`src/rtl/double_trouble_pkg.sv`:
```
// Shared types and helpers for the double_trouble_tally window counter:
// FSM state encoding, default window length and the strict-majority compare.
package double_trouble_pkg;

    localparam int DEFAULT_WINDOW = 16;

    // Wide enough for any legal window (<= 1023) and its count.
    localparam int MAJ_W = 11;

    typedef enum logic [0:0] {
        COLLECT = 1'b0,
        EMIT    = 1'b1
    } state_t;

    // Strict majority: 2*count > window. The doubled value carries one extra
    // bit so it can never wrap; a tie therefore reports 0.
    function automatic logic majority_of(input logic [MAJ_W-1:0] count,
                                         input logic [MAJ_W-1:0] window);
        logic [MAJ_W:0] doubled;
        doubled = {count, 1'b0};
        return (doubled > {1'b0, window});
    endfunction

endpackage

```
`src/rtl/double_trouble_tally.sv`:
```
// Windowed tally of detector hits with a strict-majority verdict on a
// valid/ready result port. DOUBLE_TROUBLE_TALLY_RUN_EN adds longest-run tracking.
module double_trouble_tally
    import double_trouble_pkg::*;
#(
    parameter  int WINDOW = DEFAULT_WINDOW,
    localparam int CNT_W  = $clog2(WINDOW + 1)
) (
    input  logic             clk,
    input  logic             rst,
    input  logic             in_valid,
    output logic             in_ready,
    input  logic             in_flag,
    output logic             out_valid,
    input  logic             out_ready,
    output logic [CNT_W-1:0] out_count,
    output logic             out_majority
`ifdef DOUBLE_TROUBLE_TALLY_RUN_EN
    ,
    output logic [CNT_W-1:0] out_max_run
`endif
);

    state_t           state_r;
    logic [CNT_W-1:0] sample_cnt_r;
    logic [CNT_W-1:0] hit_cnt_r;

    logic             accept_s;
    logic             close_s;
    logic             handshake_s;
    logic [CNT_W-1:0] hit_next_s;

    // Handshake strobes are decoded from the registered state only.
    assign in_ready  = (state_r == COLLECT);
    assign out_valid = (state_r == EMIT);

    // Accept / window-close / result-taken strobes and the next hit count.
    always_comb begin
        accept_s    = in_valid && in_ready;
        close_s     = accept_s && (sample_cnt_r == CNT_W'(WINDOW - 1));
        handshake_s = out_valid && out_ready;
        if (in_flag) begin
            hit_next_s = hit_cnt_r + CNT_W'(1);
        end else begin
            hit_next_s = hit_cnt_r;
        end
    end

    // Collect/emit state machine with the registered count and verdict.
    always_ff @(posedge clk or posedge rst) begin
        if (rst) begin
            state_r      <= COLLECT;
            sample_cnt_r <= {CNT_W{1'b0}};
            hit_cnt_r    <= {CNT_W{1'b0}};
            out_count    <= {CNT_W{1'b0}};
            out_majority <= 1'b0;
        end else begin
            case (state_r)
                COLLECT: begin
                    if (accept_s) begin
                        sample_cnt_r <= sample_cnt_r + CNT_W'(1);
                        hit_cnt_r    <= hit_next_s;
                        if (close_s) begin
                            out_count    <= hit_next_s;
                            out_majority <= majority_of(MAJ_W'(hit_next_s), MAJ_W'(WINDOW));
                            state_r      <= EMIT;
                        end
                    end
                end
                EMIT: begin
                    // Results hold until taken; samples are stalled meanwhile.
                    if (handshake_s) begin
                        sample_cnt_r <= {CNT_W{1'b0}};
                        hit_cnt_r    <= {CNT_W{1'b0}};
                        state_r      <= COLLECT;
                    end
                end
                default: begin
                    state_r      <= COLLECT;
                    sample_cnt_r <= {CNT_W{1'b0}};
                    hit_cnt_r    <= {CNT_W{1'b0}};
                end
            endcase
        end
    end

`ifdef DOUBLE_TROUBLE_TALLY_RUN_EN
    logic [CNT_W-1:0] cur_run_r;
    logic [CNT_W-1:0] max_run_r;
    logic [CNT_W-1:0] cur_run_next_s;
    logic [CNT_W-1:0] max_run_next_s;

    // Run length including the offered sample, and the best run so far.
    always_comb begin
        if (in_flag) begin
            cur_run_next_s = cur_run_r + CNT_W'(1);
        end else begin
            cur_run_next_s = {CNT_W{1'b0}};
        end
        if (cur_run_next_s > max_run_r) begin
            max_run_next_s = cur_run_next_s;
        end else begin
            max_run_next_s = max_run_r;
        end
    end

    // Run tracker registers, advanced only on accepted samples.
    always_ff @(posedge clk or posedge rst) begin
        if (rst) begin
            cur_run_r   <= {CNT_W{1'b0}};
            max_run_r   <= {CNT_W{1'b0}};
            out_max_run <= {CNT_W{1'b0}};
        end else if (accept_s) begin
            cur_run_r <= cur_run_next_s;
            max_run_r <= max_run_next_s;
            if (close_s) begin
                out_max_run <= max_run_next_s;
            end else begin
                out_max_run <= out_max_run;
            end
        end else if (handshake_s) begin
            cur_run_r <= {CNT_W{1'b0}};
            max_run_r <= {CNT_W{1'b0}};
        end else begin
            cur_run_r <= cur_run_r;
            max_run_r <= max_run_r;
        end
    end
`endif

endmodule

```
`config.mk`:
```
export PLATFORM = sky130hd
export DESIGN_NAME = double_trouble_tally
export DESIGN_NICKNAME = d
export VERILOG_FILES = /design/src/rtl/double_trouble_pkg.sv /design/src/rtl/double_trouble_tally.sv
export SDC_FILE = /design/constraint.sdc
export NUM_CORES = 1
export LEC_CHECK = 0
export BUFFER_PORTS_ARGS = -buffer_cell sky130_fd_sc_hd__buf_2
export CELL_PAD_IN_SITES_DETAIL_PLACEMENT = 1
export CELL_PAD_IN_SITES_GLOBAL_PLACEMENT = 2
export CORE_MARGIN = 10
export CORE_UTILIZATION = 39
export CTS_BUF_LIST = sky130_fd_sc_hd__clkbuf_8
export DETAILED_ROUTE_END_ITERATION = 8
export PLACE_DENSITY_LB_ADDON = 0.05
export REMOVE_ABC_BUFFERS = 1
export SYNTH_ARGS = -nofsm -noshare
export SYNTH_HDL_FRONTEND = slang
export SYNTH_SLANG_ARGS = --single-unit
```
`constraint.sdc`:
```
create_clock -name clk -period 4.5 [get_ports clk]
set_input_delay 0.9 -clock clk [delete_from_list [all_inputs] [get_ports clk]]
set_output_delay 0.9 -clock clk [all_outputs]
set_load 0.02 [all_outputs]
```
; Word-level counts from Yosys, hierarchy flattened
; Index checks and enable logic that the tools add are counted.
[totals]
inputBits = 5
out_inout_bits = 8
ff_bits = 17
[classes]
muxes = 10
magnitude_cmp = 1
add_sub_neg = 2
reduce_logical = 5
eq_ne = 3
bitwise = 1
[ops]
columns = operator, n
row1 = 5-bit 2-to-1 mux, 4
row2 = 5-bit case mux with 2 select lines, 2
row3 = "5-bit by 1-bit adder with 5-bit output, second input constant", 2
row4 = "6-bit by 5-bit > comparator with 1-bit output, second input constant", 1
row5 = "5-bit by 4-bit equality test with 1-bit output, second input constant", 1
row6 = "2-bit by 1-bit inequality test with 1-bit output, second input constant", 2
row7 = 1-bit logical AND, 3
row8 = 1-bit 2-to-1 mux, 3
row9 = 3-bit AND reduction, 1
row10 = 1-bit case mux with 2 select lines, 1
row11 = 2-bit AND reduction, 1
row12 = 1-bit NOT, 1

; Longest topological paths before layout
; Gate-level depths: netlist of the first run.
[depth]
ltp_word = 6
ltp_mapped = 6
depth_no_buf = 6

; Worst setup path before layout of the first run
; Ideal clock, no wire load.
[synth_path]
path_type = input to register
start = input port in_flag
end = register out_majority
n_path_buf = 1
slack_ps = 2819
t_arrival_ps = 1560
cell_stages = 5
cell_sequence = buf_6 nand4_2 xor2_1 nor3_2 o22a_1
[synth_via]
elab_chain_cells = 2
[synth_rtl]
columns = element, line
row1 = "start, declared", double_trouble_tally.sv:13  ; input logic in_flag,
row2 = 5-bit 2-to-1 mux, double_trouble_tally.sv:42  ; if (in_flag) begin
row3 = 6-bit by 5-bit > comparator with 1-bit output, double_trouble_pkg.sv:21  ; return (doubled > {1'b0, window});
row4 = "end signal, assigned", double_trouble_tally.sv:65  ; out_majority <= majority_of(MAJ_W'(hit_next_s), MAJ_W'(WINDOW));
row5 = "end, declared", double_trouble_tally.sv:17  ; output logic out_majority
; No other way between the ends.
; A chain may end at the register's enable or synchronous reset.

; Worst setup path after layout of the first run
[layout_path]
start = register state_r (netlist: out_valid)
end = output port in_ready
[layout_via]
elab_chain_cells = 1
[layout_rtl]
columns = element, line
row1 = "start, declared", double_trouble_tally.sv:24  ; state_t state_r;
row2 = "start signal, assigned", double_trouble_tally.sv:52  ; state_r <= COLLECT;
row3 = "start signal, assigned", double_trouble_tally.sv:66  ; state_r <= EMIT;
row4 = "start signal, assigned", double_trouble_tally.sv:75  ; state_r <= COLLECT;
row5 = 1-bit NOT (no line), n/a
row6 = "end, declared", double_trouble_tally.sv:12  ; output logic in_ready,
; No other way between the ends.

==> results of run 1 <==
[metrics by stage]
| stage | hold slack, ns | cell area (um^2) | utilization (%) |
|---|---|---|---|
| detailed placement | 0.467 | 946 | 43.2 |
| global route | 0.496 | 991 | 45.2 |
| CTS | 0.482 | 991 | 45.2 |
| floorplan | 0.438 | 851 | - |
| global placement | 0.465 | 946 | 43.2 |
| finish | 0.476 | 991 | 45.2 |
[report_power, final]
part	internal [mW]	switching, mW	leakage (nW)	total (mW)
sequential	0.213	0.0608	0.219	0.273
clock	0.0606	0.0518	0.0269	0.112
combinational	0.0887	0.111	0.221	0.199
total	0.362	0.223	0.467	0.585
[final timing paths]
| check | from | endpoint | slack [ns] | depth (start not counted) |
|---|---|---|---|---|
| setup / recovery | out_valid | in_ready | 2.31 | 2 |
| hold / removal | out_count[2] | out_count[2] | 0.48 | 2 |
| min in group asynchronous | rst | out_count[4] | 0.74 | 2 |
| setup reg to reg | sample_cnt_r[0] | out_majority | 2.96 | 5 |
| max in group asynchronous | rst | sample_cnt_r[0] | 3.33 | 2 |
| hold reg to reg | out_count[2] | out_count[2] | 0.48 | 2 |
[cell type report]
class	count	area, um^2	share of cell area (%)
Clock buffer	3	41.3	4.17
Sequential cell	17	425	42.9
Inverter	3	11.3	1.14
Multi-Input combinational cell	67	414	41.8
Timing Repair Buffer	12	60.1	6.06
Clock inverter	1	3.75	0.379
Tap cell	28	35.0	3.54
[flip-flops by register name, indices dropped and copies added, names as in the netlist]
signal	cells
out_count	5
out_majority	1
hit_cnt_r	5
sample_cnt_r	5
out_valid	1
[critical path: cells and delay by family (launching register included)]
kind | cells | cell delay (ns)
flip-flops | 1 | 0.63
buffers and inverters | 2 | 0.41
[cell usage in the layout (no fill, tap or decap), types with 3 or more instances in the layout]
cell type	Yosys	layout
o21ai_0	13	13
dfrtp_1	17	17
ha_1	3	3
o22ai_1	3	3
clkbuf_8	0	3
inv_1	3	4
nand2_1	19	19
o31ai_1	3	3
xor2_1	4	4
buf_2	1	12
[cell families (layout without fill, tap and decap cells)]
group	after synthesis	after routing	share of synthesized area, %
XOR/XNOR	6	6	5.96
adder cells (fa/ha/maj)	3	3	4.26
AND/OR/NAND/NOR	32	32	18.2
AO/OA/AOI/OAI	24	24	16.3
flip-flops	17	17	48.2
buffers and inverters	7	19	4.82
multiplexers	2	2	2.27
[metal layers]
metal | wire length [um] | track usage (%)
met1 | 1010 | 12.6
met2 | 877 | 14.7
met3 | 90 | 2.98
met4 | 40 | 5.38
met5 | 0 | 0
==> impl_metrics.json, run 1 <==
{
  "yosys_warnings": 0,
  "die_h_um": 67.6,
  "skew_ns": 0.00199,
  "final_antenna_net_count": 0,
  "io_pins": 13,
  "drt-pass1-iter-count": 4,
  "drtIter0Drc": 28,
  "hold_path_class": "reg -> reg",
  "root_buffer": "clkbuf_8",
  "hpwl_um": 1510,
  "synth_edf_count": 0,
  "area_growth_pct": 12.3,
  "dieArea_um2": 4560,
  "synth.area.top_cells": "dfrtp_1, nand2_1, o21ai_0",
  "yosysMostFrequentCell": "nand2_1",
  "numClockSinks": 17,
  "clkLatencyLatePin_ns": 0.25,
  "critPathSlowestCell": "dfrtp_1",
  "globalplace.congestion": 0.723,
  "stdcell_count": 131,
  "ctsHtreeMaxLevel": 1,
  "startpoint_type": "flop",
  "antenna_cells": 0,
  "post-route-period-util_pct": 48.6,
  "synth-seq-cells": 17,
  "fp.dieW_um": 67.6,
  "n_fill_cell": 271,
  "setup_viol": 0,
  "power_density_nw_per_um2": 591,
  "hold_violations": 0,
  "final_max_slew_viol_count": 0,
  "worst_pin_slew_ns": 0.673,
  "hold_buffers": 0,
  "core_area_um2": 2190,
  "ys.flop_type": "dfrtp_1",
  "min_period_ns": 2.19,
  "synth-async-reset-ratio_pct": 100,
  "synth_cells": 91,
  "clk_pin_slew_worst_paths_ns": 0.07,
  "leakage_nw": 0.467,
  "grt_overflow": 0,
  "syn_avg_cell_area_um2": 9.69,
  "status": "finished clean",
  "dp.cells": 127,
  "synth_cell_types": 30,
  "peakVddDrop_mv": 0.276,
  "cp.required_ns": 3.60,
  "endpoint_kind": "output pin",
  "fin_nets": 112,
  "antenna_found_initial": 0,
  "std_cell_rows": 17,
  "wl_per_cell_um": 15.4,
  "max_cap_viol_count": 0,
  "synth_top_cell_area_share_pct": 48.2,
  "grt_pass1_wl_um": 3450,
  "drive_gt1_share_pct": 17.5,
  "fmax_mhz": 457,
  "routed-via-count": 687,
  "grt_max_degree": 18,
  "fin_ws_ns": 2.31,
  "yosys-top-cells-count": "nand2_1, dfrtp_1, o21ai_0",
  "crit_path_max_fanout": 16,
  "io_buffer_count": 12,
  "grt_pass1_vias": 731,
  "grtUsageTotal_pct": 9.94,
  "ys_seq_area_share_pct": 48.2,
  "cts_tree": "yes",
  "slowest_delay_ns": 0.63,
  "p_total_mw": 0.585,
  "wirelength_um": 2020,
  "cts_setup_buffers": 0,
  "rsz0062_at_grt": "false",
  "yosysTopAreaCell": "dfrtp_1",
  "start_util_pct": 40.3,
  "tns_ns": 0,
  "cts_buffer_depth": 2,
  "vias_per_cell": 5.24,
  "path_class": "reg -> out",
  "crit_path_cell_trace": "inv_1 > buf_2",
  "ctsResizeCount": 0,
  "cts_buffers": 3,
  "arrival_ns": 1.29,
  "pre_cts_ws_ns": 2.57,
  "syn_area_um2": 882,
  "slew_headroom_pct": 55.1,
  "drc": 0
}
Power figures use the tool's default switching activity.
==> run 2: changes to the inputs <==
Settings changed: CORE_ASPECT_RATIO from default to 0.5, CORE_UTILIZATION 39 to 32.
Clock period 4.5 ns to 2 ns, I/O delays scaled along.
==> impl_metrics.json, run 2 (synthesized netlist as in run 1, its figures left out) <==
{
  "status": "finished clean",
  "n_fill_cell": 311,
  "r2r_slack_ns": 0.42,
  "ctsHtreeMaxLevel": 1,
  "skew_ns": 0.00372,
  "leakage_nw": 0.465,
  "core_area_um2": 2620,
  "start_util_pct": 33.7,
  "grt_pass1_vias": 762,
  "max_cap_viol_count": 0,
  "drc": 0,
  "cp.required_ns": 1.60,
  "root_buffer": "clkbuf_8",
  "fin_nets": 112,
  "min_period_ns": 1.70,
  "hold_violations": 0,
  "cts_setup_buffers": 0,
  "rsz0062_at_grt": "false",
  "endpoint_kind": "output pin",
  "std_cell_rows": 13,
  "tns_ns": 0,
  "slew_headroom_pct": 54.4,
  "post-route-period-util_pct": 85.1,
  "io_buffer_count": 12,
  "hold_path_class": "in -> async",
  "cts_buffers": 3,
  "ctsResizeCount": 0,
  "numClockSinks": 17,
  "hpwl_um": 1670,
  "globalplace.congestion": 0.710,
  "drtIter0Drc": 44,
  "hold_buffers": 0,
  "fp.dieW_um": 94.3,
  "arrival_ns": 1.30,
  "rr_worst_depth": 5,
  "grt_overflow": 0,
  "wirelength_um": 2180,
  "drt-pass1-iter-count": 3,
  "clkLatencyLatePin_ns": 0.26,
  "drive_gt1_share_pct": 18.4,
  "peakVddDrop_mv": 0.371,
  "antenna_found_initial": 0,
  "pre_cts_ws_ns": 0.447,
  "worst_pin_slew_ns": 0.684,
  "dieArea_um2": 5380,
  "io_pins": 13,
  "grt_pass1_wl_um": 3760,
  "die_h_um": 57.1,
  "r2r_end": "out_count[2]",
  "mostFrequentLayoutCells": "nand2_1, dfrtp_1, o21ai_0, buf_2, xor2_1",
  "power_density_nw_per_um2": 1330,
  "routed-via-count": 697,
  "setup_viol": 0,
  "stdcell_count": 140,
  "wl_per_cell_um": 15.6,
  "startpoint_type": "flop",
  "antenna_cells": 0,
  "path_class": "reg -> out",
  "grtUsageTotal_pct": 8.77,
  "fin_ws_ns": 0.298,
  "grt_max_degree": 18,
  "area_growth_pct": 13.8,
  "final_antenna_net_count": 0,
  "crit_path_max_fanout": 16,
  "fmax_mhz": 587,
  "cts_buffer_depth": 2,
  "clk_pin_slew_worst_paths_ns": 0.07,
  "top_regs": "hit_cnt_r (5), out_count (5), sample_cnt_r (5)",
  "vias_per_cell": 4.98,
  "final_max_slew_viol_count": 0,
  "dp.cells": 136,
  "cts_tree": "yes",
  "final_common_cell": "nand2_1",
  "r2r-start": "sample_cnt_r[0]",
  "final_util_pct": 38.3
}
run 2: cell types whose count changed in the layout (fill, tap and decap cells not counted):
cell / delta
clkinv_2: +1
inv_1: -1
run 2: worst max-delay path by stage:
stage	startpoint	depth (start not counted)	to
floorplan	out_valid	4	sample_cnt_r[3]
global placement	sample_cnt_r[0]	5	out_majority
detailed placement	sample_cnt_r[0]	5	out_count[2]
CTS	out_valid	2	in_ready
global route	out_valid	2	in_ready
finish	out_valid	2	in_ready
run 2: report_power, final:
| part | internal [mW] | total, mW | leakage (nW) | switching, mW |
|---|---|---|---|---|
| logic | 0.201 | 0.456 | 0.221 | 0.255 |
| registers | 0.478 | 0.615 | 0.219 | 0.137 |
| clock network | 0.139 | 0.266 | 0.0255 | 0.127 |
| total | 0.818 | 1.34 | 0.465 | 0.519 |
run 2: routing by layer:
metal / wire [um] / GRT usage [%] / vias to the layer above / share of wire [%]
met1: 1020 / 9.95 / 341 / 47
met5: 0 / 0 / - / 0
met3: 146 / 4.56 / 4 / 6.7
met2: 999 / 14.4 / 13 / 46
li1: - / - / 339 / -
met4: 21 / 1.94 / 0 / 0.96
run 2: worst max-delay path: stages (launching register included):
cell and delay [ns]:
dfrtp_1 0.64, inv_1 0.19, buf_2 0.20
run 2: cell type report:
cell class,instances,area [um^2],area share [%]
multi-input combinational,67,414,41.3
clock buffer,3,41.3,4.11
clock inverter,1,5.00,0.499
sequential,17,425,42.4
inverter,3,11.3,1.12
tap,37,46.3,4.61
timing repair buffer,12,60.1,5.99
run 2: metrics by stage:
stage | cell area, um^2 | total power [mW] | hold slack, ns
5_1_grt | 1000 | 1.46 | 0.297
3_3_place_gp | 957 | 1.06 | 0.461
2_1_floorplan | 851 | 0.918 | 0.326
4_1_cts | 1000 | 1.37 | 0.260
3_5_place_dp | 957 | 1.09 | 0.476
6_report | 1000 | 1.34 | 0.236
